**src/rtl/imem_loader_pkg.sv**
```systemverilog
// imem_loader_pkg: default geometry and loader state encodings shared by the imem loader.
package imem_loader_pkg;
    localparam int DEF_DATA_WIDTH     = 32;
    localparam int DEF_ADDR_WIDTH     = 32;
    localparam int DEF_ROM_BLOCKS_NUM = 128;
    typedef enum logic [2:0] {
        IDLE  = 3'd0,
        RECV  = 3'd1,
        WRITE = 3'd2,
        DRAIN = 3'd3,
        DONE  = 3'd4
    } state_t;
endpackage

```
**src/rtl/imem_loader_byte_packer.sv**
```systemverilog
// imem_loader_byte_packer: shifts stream bytes into a big-endian word, left-justified and zero-padded.
module imem_loader_byte_packer #(
    parameter int DATA_WIDTH = 32
) (
    input  logic                  i_clk,
    input  logic                  i_rst,
    input  logic                  i_clear,
    input  logic                  i_shift,
    input  logic [7:0]            i_byte,
    output logic                  o_full,
    output logic [DATA_WIDTH-1:0] o_word
);
    localparam int NB = DATA_WIDTH / 8;
    localparam int CW = $clog2(NB + 1);
    logic [DATA_WIDTH-1:0] shreg;
    logic [CW-1:0]         cnt;
    always_ff @(posedge i_clk) begin
        if (i_rst || i_clear) begin
            shreg <= '0;
            cnt   <= '0;
        end else if (i_shift) begin
            shreg <= (shreg << 8) | DATA_WIDTH'(i_byte);
            cnt   <= cnt + 1'b1;
        end
    end
    assign o_full = cnt == CW'(NB - 1);
    // A short final word is moved up so its first byte lands in the top lane.
    assign o_word = shreg << (8 * (NB - int'(cnt)));
endmodule

```
**src/rtl/imem_loader.sv**
```systemverilog
// imem_loader: packs a boot byte stream into words, writes them to imem, holds the CPU until done.
module imem_loader
    import imem_loader_pkg::*;
#(
    parameter int DATA_WIDTH     = DEF_DATA_WIDTH,
    parameter int ADDR_WIDTH     = DEF_ADDR_WIDTH,
    parameter int ROM_BLOCKS_NUM = DEF_ROM_BLOCKS_NUM
) (
    input  logic                  i_clk,
    input  logic                  i_rst,
    input  logic                  i_start,
    input  logic                  i_byte_valid,
    input  logic [7:0]            i_byte,
    input  logic                  i_last,
    output logic                  o_byte_ready,
    output logic                  o_wr_en,
    output logic [ADDR_WIDTH-1:0] o_wr_addr,
    output logic [DATA_WIDTH-1:0] o_wr_data,
    output logic                  o_cpu_hold,
    output logic                  o_busy,
    output logic                  o_done,
    output logic                  o_overflow
);
    state_t                state, nxt;
    logic [ADDR_WIDTH-1:0] word_idx;
    logic                  last_q, accept, start_go, in_range, full;
    assign accept   = i_byte_valid & o_byte_ready;
    assign start_go = i_start & (state == IDLE || state == DONE);
    assign in_range = word_idx < ADDR_WIDTH'(ROM_BLOCKS_NUM);
    imem_loader_byte_packer #(.DATA_WIDTH(DATA_WIDTH)) u_packer (
        .i_clk   (i_clk),
        .i_rst   (i_rst),
        .i_clear (start_go || state == WRITE),
        .i_shift (accept && state == RECV),
        .i_byte  (i_byte),
        .o_full  (full),
        .o_word  (o_wr_data)
    );
    assign o_wr_addr = word_idx;
    always_comb begin
        nxt = state;
        case (state)
            IDLE, DONE: nxt = i_start ? RECV : state;
            RECV:       nxt = (accept && (full || i_last)) ? WRITE : RECV;
            WRITE:      nxt = last_q ? DONE : (in_range ? RECV : DRAIN);
            DRAIN:      nxt = (accept && i_last) ? DONE : DRAIN;
            default:    nxt = IDLE;
        endcase
    end
    // Status outputs are registered from the next state so they line up with the state register.
    always_ff @(posedge i_clk) begin
        if (i_rst) begin
            state        <= IDLE;
            word_idx     <= '0;
            last_q       <= 1'b0;
            o_overflow   <= 1'b0;
            o_byte_ready <= 1'b0;
            o_wr_en      <= 1'b0;
            o_busy       <= 1'b0;
            o_done       <= 1'b0;
            o_cpu_hold   <= 1'b1;
        end else begin
            state <= nxt;
            if (start_go) begin
                word_idx   <= '0;
                o_overflow <= 1'b0;
            end
            if (state == RECV && nxt == WRITE)
                last_q <= i_last;
            if (state == WRITE) begin
                if (in_range)
                    word_idx <= word_idx + 1'b1;
                else
                    o_overflow <= 1'b1;
            end
            o_byte_ready <= nxt == RECV || nxt == DRAIN;
            o_busy       <= nxt == RECV || nxt == WRITE || nxt == DRAIN;
            o_done       <= nxt == DONE;
            o_cpu_hold   <= nxt != DONE;
            o_wr_en      <= nxt == WRITE && in_range;
        end
    end
endmodule

```
**config.mk**
```make
export PLATFORM = sky130hd
export DESIGN_NAME = imem_loader
export DESIGN_NICKNAME = d
export VERILOG_FILES = /design/src/rtl/imem_loader_pkg.sv /design/src/rtl/imem_loader_byte_packer.sv /design/src/rtl/imem_loader.sv
export SDC_FILE = /design/constraint.sdc
export NUM_CORES = 1
export LEC_CHECK = 0
export BUFFER_PORTS_ARGS = -buffer_cell sky130_fd_sc_hd__buf_2
export CAP_MARGIN = 20
export CORE_ASPECT_RATIO = 2
export CORE_MARGIN = 2
export CORE_UTILIZATION = 54
export DETAILED_ROUTE_END_ITERATION = 7
export PLACE_DENSITY_LB_ADDON = 0.3
export SLEW_MARGIN = 20
export SYNTH_ARGS = -nofsm -noshare
export SYNTH_HDL_FRONTEND = slang
export SYNTH_HIERARCHICAL = 1
export SYNTH_SLANG_ARGS = --single-unit
```
**constraint.sdc**
```tcl
create_clock -name i_clk -period 3.1 [get_ports i_clk]
set_clock_uncertainty 0.2 [all_clocks]
set_input_delay 0.62 -clock i_clk [delete_from_list [all_inputs] [get_ports i_clk]]
set_output_delay 0.62 -clock i_clk [all_outputs]
set_load 0.01 [all_outputs]
```
[After elaboration in Yosys (flattened, before gate mapping)]
Cells that the tools add are included.
W data, S select, Z words.
Storage, ports and cells
  bits in registers: 77
Cells by class
  add/sub/neg operators: 3
  magnitude comparators: 1
  equal/unequal tests: 10
  shift-type cells: 1
  muxes and demuxes: 12
  bitwise operators: 3
  reduce and logical (&&, ||, !) cells: 14
Operators with widths (number)
  $mux W32: 3
  $add A32 B1 Y32 const B: 1
  $lt A32 B8 Y1 const B: 1
  $or A32 B8 Y32: 1
  $shl A32 B32 Y32: 1
  $eq A3 B2 Y1 const B: 5
  $pmux W3 S4: 1
  $mux W3: 3
  $logic_or A1 B1 Y1: 7
  $eq A3 B1 Y1 const B: 2
  $eq A3 B3 Y1 const B: 2
  $logic_and A1 B1 Y1: 5
  $mux W2: 2
  $sub A3 B3 Y4 const A: 1
  $add A3 B1 Y3 const B: 1
  $logic_not A3 Y1: 1
  $mux W1: 3
  $ne A3 B3 Y1 const B: 1
  $and A1 B1 Y1: 2
  $reduce_or A2 Y1: 1

[Logic depth before layout (Yosys ltp)]
Gate-level depths: netlist of the first run.
  word-level depth: 8
  mapped depth: 10
  gate-level depth less buffers: 6

[Modules after synthesis]
Netlist of the first run, hierarchy kept.
Modules (own cells, without submodules)
  imem_loader_byte_packer: instances 1, cells each 215, area an instance 2083.2 µm²
  imem_loader: instances 1, cells each 152, area an instance 1595.3 µm²

[Least setup slack after synthesis of the first run]
Ideal clock, no wire load.
  kind: reg-to-output
  start point: reg u_packer.cnt[0]
  end point: out o_wr_data[27]
  data arrival time: 1.887 ns
  data required time: 2.280 ns
  path slack: 0.393 ns
  stages on the path, launching flop included: 9
  path buffers: 4
  path through: dfxtp_1 -> buf_6 -> buf_6 -> buf_4 -> inv_1 -> ha_1 -> buf_2 -> nand2_1 -> o22ai_1
On the way
  word-level cells in the longest chain between the ends: 2
RTL lines
  from (decl): RTL line imem_loader_byte_packer.sv:16  | logic [CW-1:0] cnt;
  from (signal assigned): RTL line imem_loader_byte_packer.sv:23  | cnt <= cnt + 1'b1;
  $sub A3 B3 Y4: RTL line imem_loader_byte_packer.sv:28  | assign o_word = shreg << (8 * (NB - int'(cnt)));
  $shl A32 B32 Y32: RTL line imem_loader_byte_packer.sv:28
  to (decl): RTL line imem_loader.sv:18  | output logic [DATA_WIDTH-1:0] o_wr_data,
Every way passes these cells.

[Final worst setup path of the first run]
  start point: reg u_packer.cnt[1]
  end point: out o_wr_data[17]
The elaborated chain is that of the path after synthesis.

==> results of run 1 <==
==> worst max-delay path: cells and delay by family, from the launching register on <==
family	cells	cell delay, ps
AO/OA/AOI/OAI	1	330
adder cells (fa/ha/maj)	1	390
buffers and inverters	2	240
flip-flops	1	400
AND/OR/NAND/NOR	1	430
==> kinds of logic after synthesis <==
kind of cell | count (synthesis) | share of synthesized area
flip-flops | 77 | 0.4190
multiplexers | 61 | 0.1755
AND/OR/NAND/NOR | 133 | 0.2133
XOR/XNOR | 2 | 0.004763
adder cells (fa/ha/maj) | 4 | 0.01361
buffers and inverters | 27 | 0.04048
AO/OA/AOI/OAI | 63 | 0.1333
==> synth_stat cells, drive strengths merged, types with 4 or more instances <==
| cell type | n | area [µm²] |
|---|---|---|
| a22oi | 8 | 65.06 |
| a221oi | 5 | 75.07 |
| o21ai | 13 | 72.57 |
| clkbuf | 7 | 26.28 |
| and2 | 34 | 212.7 |
| nor4 | 6 | 67.56 |
| mux2 | 13 | 165.2 |
| nand2 | 4 | 15.01 |
| inv | 6 | 22.52 |
| buf | 14 | 100.1 |
| a21oi | 13 | 65.06 |
| mux2i | 48 | 480.5 |
| nor2 | 51 | 193.9 |
| o211ai | 4 | 30.03 |
| ha | 4 | 50.05 |
| nand4 | 6 | 43.79 |
| dfxtp | 77 | 1541 |
| o22ai | 8 | 56.30 |
| or2 | 5 | 31.28 |
==> cell usage in the layout, fill, tap and decap left out, types with 2 or more instances in the layout <==
| master | netlist | final |
|---|---|---|
| nor4_1 | 4 | 4 |
| ha_1 | 4 | 4 |
| or3_1 | 2 | 2 |
| nor3b_1 | 2 | 2 |
| a22oi_1 | 7 | 7 |
| nand3_1 | 3 | 3 |
| a21oi_1 | 13 | 13 |
| xnor2_1 | 2 | 2 |
| buf_2 | 8 | 82 |
| buf_4 | 2 | 7 |
| clkbuf_16 | 0 | 9 |
| mux2_4 | 5 | 5 |
| o21ai_0 | 11 | 11 |
| o211ai_1 | 4 | 4 |
| dfxtp_1 | 77 | 77 |
| a221oi_2 | 5 | 5 |
| mux2_2 | 8 | 8 |
| and3b_1 | 2 | 2 |
| clkinv_2 | 0 | 2 |
| mux2i_1 | 48 | 48 |
| nand4_1 | 5 | 5 |
| nor3_1 | 2 | 2 |
| o22ai_1 | 7 | 7 |
| clkbuf_1 | 7 | 2 |
| o31ai_1 | 3 | 3 |
| and4_1 | 3 | 3 |
| and2_1 | 34 | 34 |
| o21ai_2 | 2 | 2 |
| nor2_1 | 50 | 50 |
| nand2b_1 | 2 | 2 |
| or4_1 | 3 | 3 |
| or2_2 | 5 | 5 |
| nand2_1 | 4 | 4 |
| nor4_4 | 2 | 2 |
| inv_1 | 6 | 6 |
==> worst max path at each step <==
stage / from / endpoint / slack (ps) / depth (start not counted)
2_1_floorplan: u_packer/cnt[0]$_SDFFE_PP0P_ / o_wr_data[27] / 390 / 8
3_3_place_gp: u_packer/cnt[1]$_SDFFE_PP0P_ / o_wr_data[17] / 590 / 5
3_5_place_dp: u_packer/cnt[0]$_SDFFE_PP0P_ / o_wr_data[28] / 510 / 5
4_1_cts: u_packer/cnt[0]$_SDFFE_PP0P_ / o_wr_data[28] / 160 / 5
5_1_grt: u_packer/cnt[0]$_SDFFE_PP0P_ / o_wr_data[26] / 20 / 5
6_report: u_packer/cnt[1]$_SDFFE_PP0P_ / o_wr_data[17] / 170 / 5
==> power by group through the flow <==
stage | combinational (W) | clock (W) | sequential [W]
2_1_floorplan | 0.0000701 | 0 | 0.00102
3_3_place_gp | 0.0000989 | 0 | 0.00102
3_5_place_dp | 0.0000999 | 0 | 0.00102
4_1_cts | 0.000100 | 0.00105 | 0.00100
5_1_grt | 0.000109 | 0.00108 | 0.00100
6_report | 0.000100 | 0.00102 | 0.00100
==> layout make-up <==
| class | instances | area (µm²) |
|---|---|---|
| clock buffers | 12 | 246.5 |
| clock inverters | 4 | 47.55 |
| fillers | 554 | 2181 |
| inverters | 6 | 22.52 |
| multi-input cells | 263 | 1989 |
| flip-flops and latches | 77 | 1541 |
| well taps | 88 | 110.1 |
| repair buffers | 90 | 483.0 |
==> state kept, by name (all words and copies together) (netlist names), 3 cells and up <==
signal / cells
o_wr_addr: 32
state: 3
u_packer/cnt: 3
u_packer/shreg: 32
==> per-layer routing <==
layer  wire length [µm]  track usage  vias up
met5                  0            0        -
met4                239       0.1472        0
met3                382      0.04186       20
met2               4398       0.4096       96
met1               3175       0.2338     1414
li1                   -            -     1479
==> metrics by stage <==
step	utilization	cell area, µm²	hold WS (ps)	setup slack [ps]
floorplan	-	3679	259.6	392.9
global placement	0.6262	4146	257.3	585.3
detailed placement	0.6262	4146	261.9	505.6
CTS	0.6706	4441	272.8	161.3
global route	0.6706	4441	302.1	21.21
finish	0.6706	4441	276.2	168.5
==> flow_metrics.env, run 1 <==
export IMPL_status="finished, final reports clean"
export IMPL_syn_area_mm2=0.003679
export IMPL_ys_types=54
export IMPL_vias=3009
export IMPL_syn_avg_cell_area_um2=10.02
export IMPL_rrSetupSlack_ps=830
export IMPL_placed_cells=524
export IMPL_min_to="o_overflow$_SDFF_PP0_"
export IMPL_setup_violations=0
export IMPL_drt_iter0_drc=213
export IMPL_grt_max_degree=37
export IMPL_synth_edf_count=0
export IMPL_intPower_w=0.001677
export IMPL_worst_slew_pin_slew_ps=753.7
export IMPL_die_h_um=120.7
export IMPL_p_comb_frac=0.047
export IMPL_yosysWarnings=6
export IMPL_ys_seq_area_frac=0.4190
export IMPL_cts_tree="yes"
export IMPL_critical_path_slowest_cell="nand2b_1"
export IMPL_area_growth_synth_to_final_pct=20.71
export IMPL_hold_path_class="flop to flop"
export IMPL_cts_sink_count=77
export IMPL_drive_gt1_frac=0.3142
export IMPL_ctsResizeCount=0
export IMPL_hold_viol_final=0
export IMPL_cts_buffer_depth=2
export IMPL_numCtsBuffers=9
export IMPL_crit_fanout=13
export IMPL_portBuffers=82
export IMPL_routed_wl_mm=8.195
export IMPL_via_per_inst=5.572
export IMPL_timing_rr_end="o_wr_en$_SDFF_PP0_"
export IMPL_clk_latency_ps=320
export IMPL_ant_nets=0
export IMPL_min_period_ps=2931
export IMPL_first_global_vias=3005
export IMPL_coreArea_mm2=0.006621
export IMPL_critPathKind="flop to output port"
export IMPL_reg2reg_depth=5
export IMPL_seqPwrFrac=0.473
export IMPL_slew_headroom=0.4970
export IMPL_grtUsageTotal=0.2256
export IMPL_gp_congestion=0.7918
export IMPL_synthFlopType="dfxtp_1"
export IMPL_nNetsFinal=464
export IMPL_ys_seq_elements=77
export IMPL_drcViolationCount=0
export IMPL_leakage_nw=1.798
export IMPL_diodes=0
export IMPL_fp_row_count=42
export IMPL_die_w_um=62.36
export IMPL_min_path_cells=2
export IMPL_synth_fp_nets=384
export IMPL_htree_num_levels=3
export IMPL_path_cells="inv_1 > ha_1 > nand2b_1 > a21oi_1 > buf_2"
export IMPL_initial_utilization=0.5556
export IMPL_drv_slew=0
export IMPL_rsz0062_at_grt="no"
export IMPL_p_total_w=0.002121
export IMPL_slowest_delay_ps=430
export IMPL_power_density_mw_per_mm2=477.6
export IMPL_cap_violations=0
export IMPL_ios=83
export IMPL_sw_frac_of_total=0.2092
export IMPL_netlist_instances=367
export IMPL_timing_rr_start="u_packer/cnt[2]$_SDFFE_PP0P_"
export IMPL_clock_fmax_mhz=341.1
export IMPL_wl_per_cell_um=15.18
export IMPL_synthArstFlopShare=0
export IMPL_path_clk_slew_ps=60
export IMPL_hold_start="o_overflow$_SDFF_PP0_"
export IMPL_timing_final_crit_share=0.9456
export IMPL_cts_setup_buffers=0
export IMPL_die_area_mm2=0.007528
export IMPL_power_switching_w=0.0004437
export IMPL_stdcell_count=540
export IMPL_cp_required_ps=2280
export IMPL_setup_tns_ps=0
export IMPL_vdd_ir_drop_max_uv=399.2
export IMPL_grt_first_pass_wirelength_mm=13.58
export IMPL_grt_antenna_before_repair=0
export IMPL_cp_arrival_ps=2110
export IMPL_clkPwrFrac=0.480
export IMPL_worstSetupStartpointType="flop"
export IMPL_dp_hpwl_mm=5.877
export IMPL_detailedRoute_firstPassIterationCount=4
export IMPL_hold_buffers=0
export IMPL_cp_end_kind="output port"
export IMPL_cts_root_buf="clkbuf_16"
export IMPL_gr_total_overflow=0
Note: power is estimated with default switching activity, not from simulation.
==> run 2, diff against run 1 <==
- ABC_AREA: default -> 1
==> flow_metrics.env, run 2 <==
export IMPL_clock_fmax_mhz=346.2
export IMPL_min_path_cells=2
export IMPL_crit_fanout=11
export IMPL_initial_utilization=0.5556
export IMPL_placed_cells=705
export IMPL_ys_types=30
export IMPL_timing_rr_start="state[2]$_SDFF_PP0_"
export IMPL_stdcell_count=721
export IMPL_critical_path_slowest_cell="nor2_1"
export IMPL_worstSetupStartpointType="flop"
export IMPL_routed_wl_mm=8.750
export IMPL_via_per_inst=4.999
export IMPL_drcViolationCount=0
export IMPL_coreArea_mm2=0.006621
export IMPL_synth_edf_count=0
export IMPL_die_w_um=62.36
export IMPL_timing_final_crit_share=0.9318
export IMPL_path_clk_slew_ps=60
export IMPL_detailedRoute_firstPassIterationCount=5
export IMPL_grt_antenna_before_repair=0
export IMPL_drv_slew=0
export IMPL_die_h_um=120.7
export IMPL_cp_end_kind="output port"
export IMPL_cp_required_ps=2280
export IMPL_min_period_ps=2888
export IMPL_htree_num_levels=3
export IMPL_synth_top_area_frac=0.4190
export IMPL_cp_arrival_ps=2070
export IMPL_ctsResizeCount=0
export IMPL_rsz0062_at_grt="no"
export IMPL_grtUsageTotal=0.2365
export IMPL_path_cells="inv_1 > ha_1 > inv_1 > nor2_1 > nand2_1 > nand2_1 > buf_2"
export IMPL_syn_avg_cell_area_um2=6.628
export IMPL_setup_tns_ps=0
export IMPL_yosysTopAreaCell="dfxtp_1"
export IMPL_setup_violations=0
export IMPL_numCtsBuffers=9
export IMPL_first_global_vias=3311
export IMPL_hold_buffers=0
export IMPL_synth_fp_nets=572
export IMPL_syn_area_mm2=0.003679
export IMPL_synthTopCellsByArea="dfxtp_1 42%, nand2_1 16%, nor2_1 9.9%, inv_1 5.9%, a21oi_1 4.5%"
export IMPL_cp_top_family="simple AND/OR/NAND/NOR gates"
export IMPL_cap_violations=0
export IMPL_hold_viol_final=0
export IMPL_die_area_mm2=0.007528
export IMPL_fp_row_count=42
export IMPL_ant_nets=0
export IMPL_wl_per_cell_um=12.14
export IMPL_rrSetupSlack_ps=1030
export IMPL_power_density_mw_per_mm2=507.5
export IMPL_reg2reg_depth=6
export IMPL_timing_rr_end="u_packer/shreg[24]$_SDFFE_PP0P_"
export IMPL_clk_latency_ps=330
export IMPL_diodes=0
export IMPL_synthFlopType="dfxtp_1"
export IMPL_synth_most_common_cell="nand2_1"
export IMPL_gr_total_overflow=0
export IMPL_worst_slew_pin_slew_ps=737.9
export IMPL_cts_setup_buffers=0
export IMPL_cts_root_buf="clkbuf_16"
export IMPL_netlist_instances=555
export IMPL_ys_seq_area_frac=0.4190
export IMPL_slew_headroom=0.5069
export IMPL_gp_congestion=0.8951
export IMPL_synthTopCellsByCount="159 x nand2_1, 97 x nor2_1, 77 x dfxtp_1"
export IMPL_drt_iter0_drc=149
export IMPL_hold_start="o_wr_addr[18]$_SDFF_PP0_"
export IMPL_nNetsFinal=645
export IMPL_cts_sink_count=77
export IMPL_cts_tree="yes"
export IMPL_yosysWarnings=6
export IMPL_ys_seq_elements=77
export IMPL_crit_buf_inv=3
export IMPL_hold_path_class="flop to flop"
export IMPL_leakage_nw=2.068
export IMPL_ios=83
export IMPL_vias=3604
export IMPL_final_common_cell="nand2_1"
export IMPL_drive_gt1_frac=0.1959
export IMPL_grt_first_pass_wirelength_mm=14.21
export IMPL_layout_common_cells="159 x nand2_1, 96 x nor2_1, 82 x buf_2, 77 x dfxtp_1, 58 x inv_1"
export IMPL_min_to="o_wr_addr[18]$_SDFF_PP0_"
export IMPL_portBuffers=82
export IMPL_critPathKind="flop to output port"
export IMPL_status="finished, final reports clean"
export IMPL_n_fill_cell=604
export IMPL_synthArstFlopShare=0
export IMPL_dp_hpwl_mm=6.447
export IMPL_slowest_delay_ps=580
export IMPL_grt_max_degree=49
export IMPL_cts_buffer_depth=2
export IMPL_area_growth_synth_to_final_pct=20.95
export IMPL_vdd_ir_drop_max_uv=451.1
-- run 2: worst register-to-register path, delay by kind of cell, from the launching register on --
family / cells / cell delay, ps
flops: 1 / 320
buf+inv: 2 / 480
compound gates: 1 / 260
simple gates: 3 / 710
-- run 2: report_power, final --
| part | internal, W | switching [W] |
|---|---|---|
| combinational | 0.0000323 | 0.0000763 |
| sequential | 0.00100 | 0.00000707 |
| clock | 0.000733 | 0.000409 |
| total | 0.00177 | 0.000492 |
-- run 2: final cells by class --
| class | instances | area, µm² | area share |
|---|---|---|---|
| multi-input cells | 389 | 1762 | 0.3960 |
| flip-flops and latches | 77 | 1541 | 0.3465 |
| repair buffers | 91 | 478.0 | 0.1074 |
| clock buffers | 10 | 239.0 | 0.05371 |
| inverters | 60 | 225.2 | 0.05062 |
| well taps | 88 | 110.1 | 0.02475 |
| clock inverters | 6 | 93.84 | 0.02109 |
-- run 2: cells by family after synthesis --
group,count (synthesis),synth area share
AO/OA/AOI/OAI,72,0.1109
flip-flops,77,0.4190
adder cells (fa/ha/maj),4,0.01361
XOR/XNOR,1,0.002381
AND/OR/NAND/NOR,312,0.3514
buffers and inverters,89,0.1027
-- run 2: metrics by stage --
step                      power [W]  setup WS, ps  hold slack [ps]  area [µm²]  utilization
after CTS                  0.002276         183.6            240.1        4449       0.6720
after detailed placement   0.001137         544.3            230.5        4116       0.6217
after global placement     0.001135         644.9            226.2        4116       0.6217
after global routing       0.002338         28.61            265.4        4449       0.6720
final                      0.002258         211.5            239.5        4449       0.6720
after floorplan            0.001110         756.9            260.2        3679            -
-- run 2: worst max-delay path by stage --
stage	start	endpoint	cells after the start
after CTS	u_packer/cnt[1]$_SDFFE_PP0P_	o_wr_data[16]	7
after global routing	u_packer/cnt[1]$_SDFFE_PP0P_	o_wr_data[26]	7
after detailed placement	u_packer/cnt[1]$_SDFFE_PP0P_	o_wr_data[29]	7
final	u_packer/cnt[1]$_SDFFE_PP0P_	o_wr_data[29]	7
after global placement	u_packer/cnt[1]$_SDFFE_PP0P_	o_wr_data[16]	7
after floorplan	u_packer/cnt[0]$_SDFFE_PP0P_	o_wr_data[10]	8
-- run 2: layer usage --
| metal | track usage | vias up | routed length, µm |
|---|---|---|---|
| met5 | 0 | - | 0 |
| met4 | 0.1458 | 0 | 260 |
| met3 | 0.04465 | 19 | 385 |
| met2 | 0.4409 | 96 | 4824 |
| met1 | 0.2381 | 1614 | 3280 |
| li1 | - | 1875 | - |
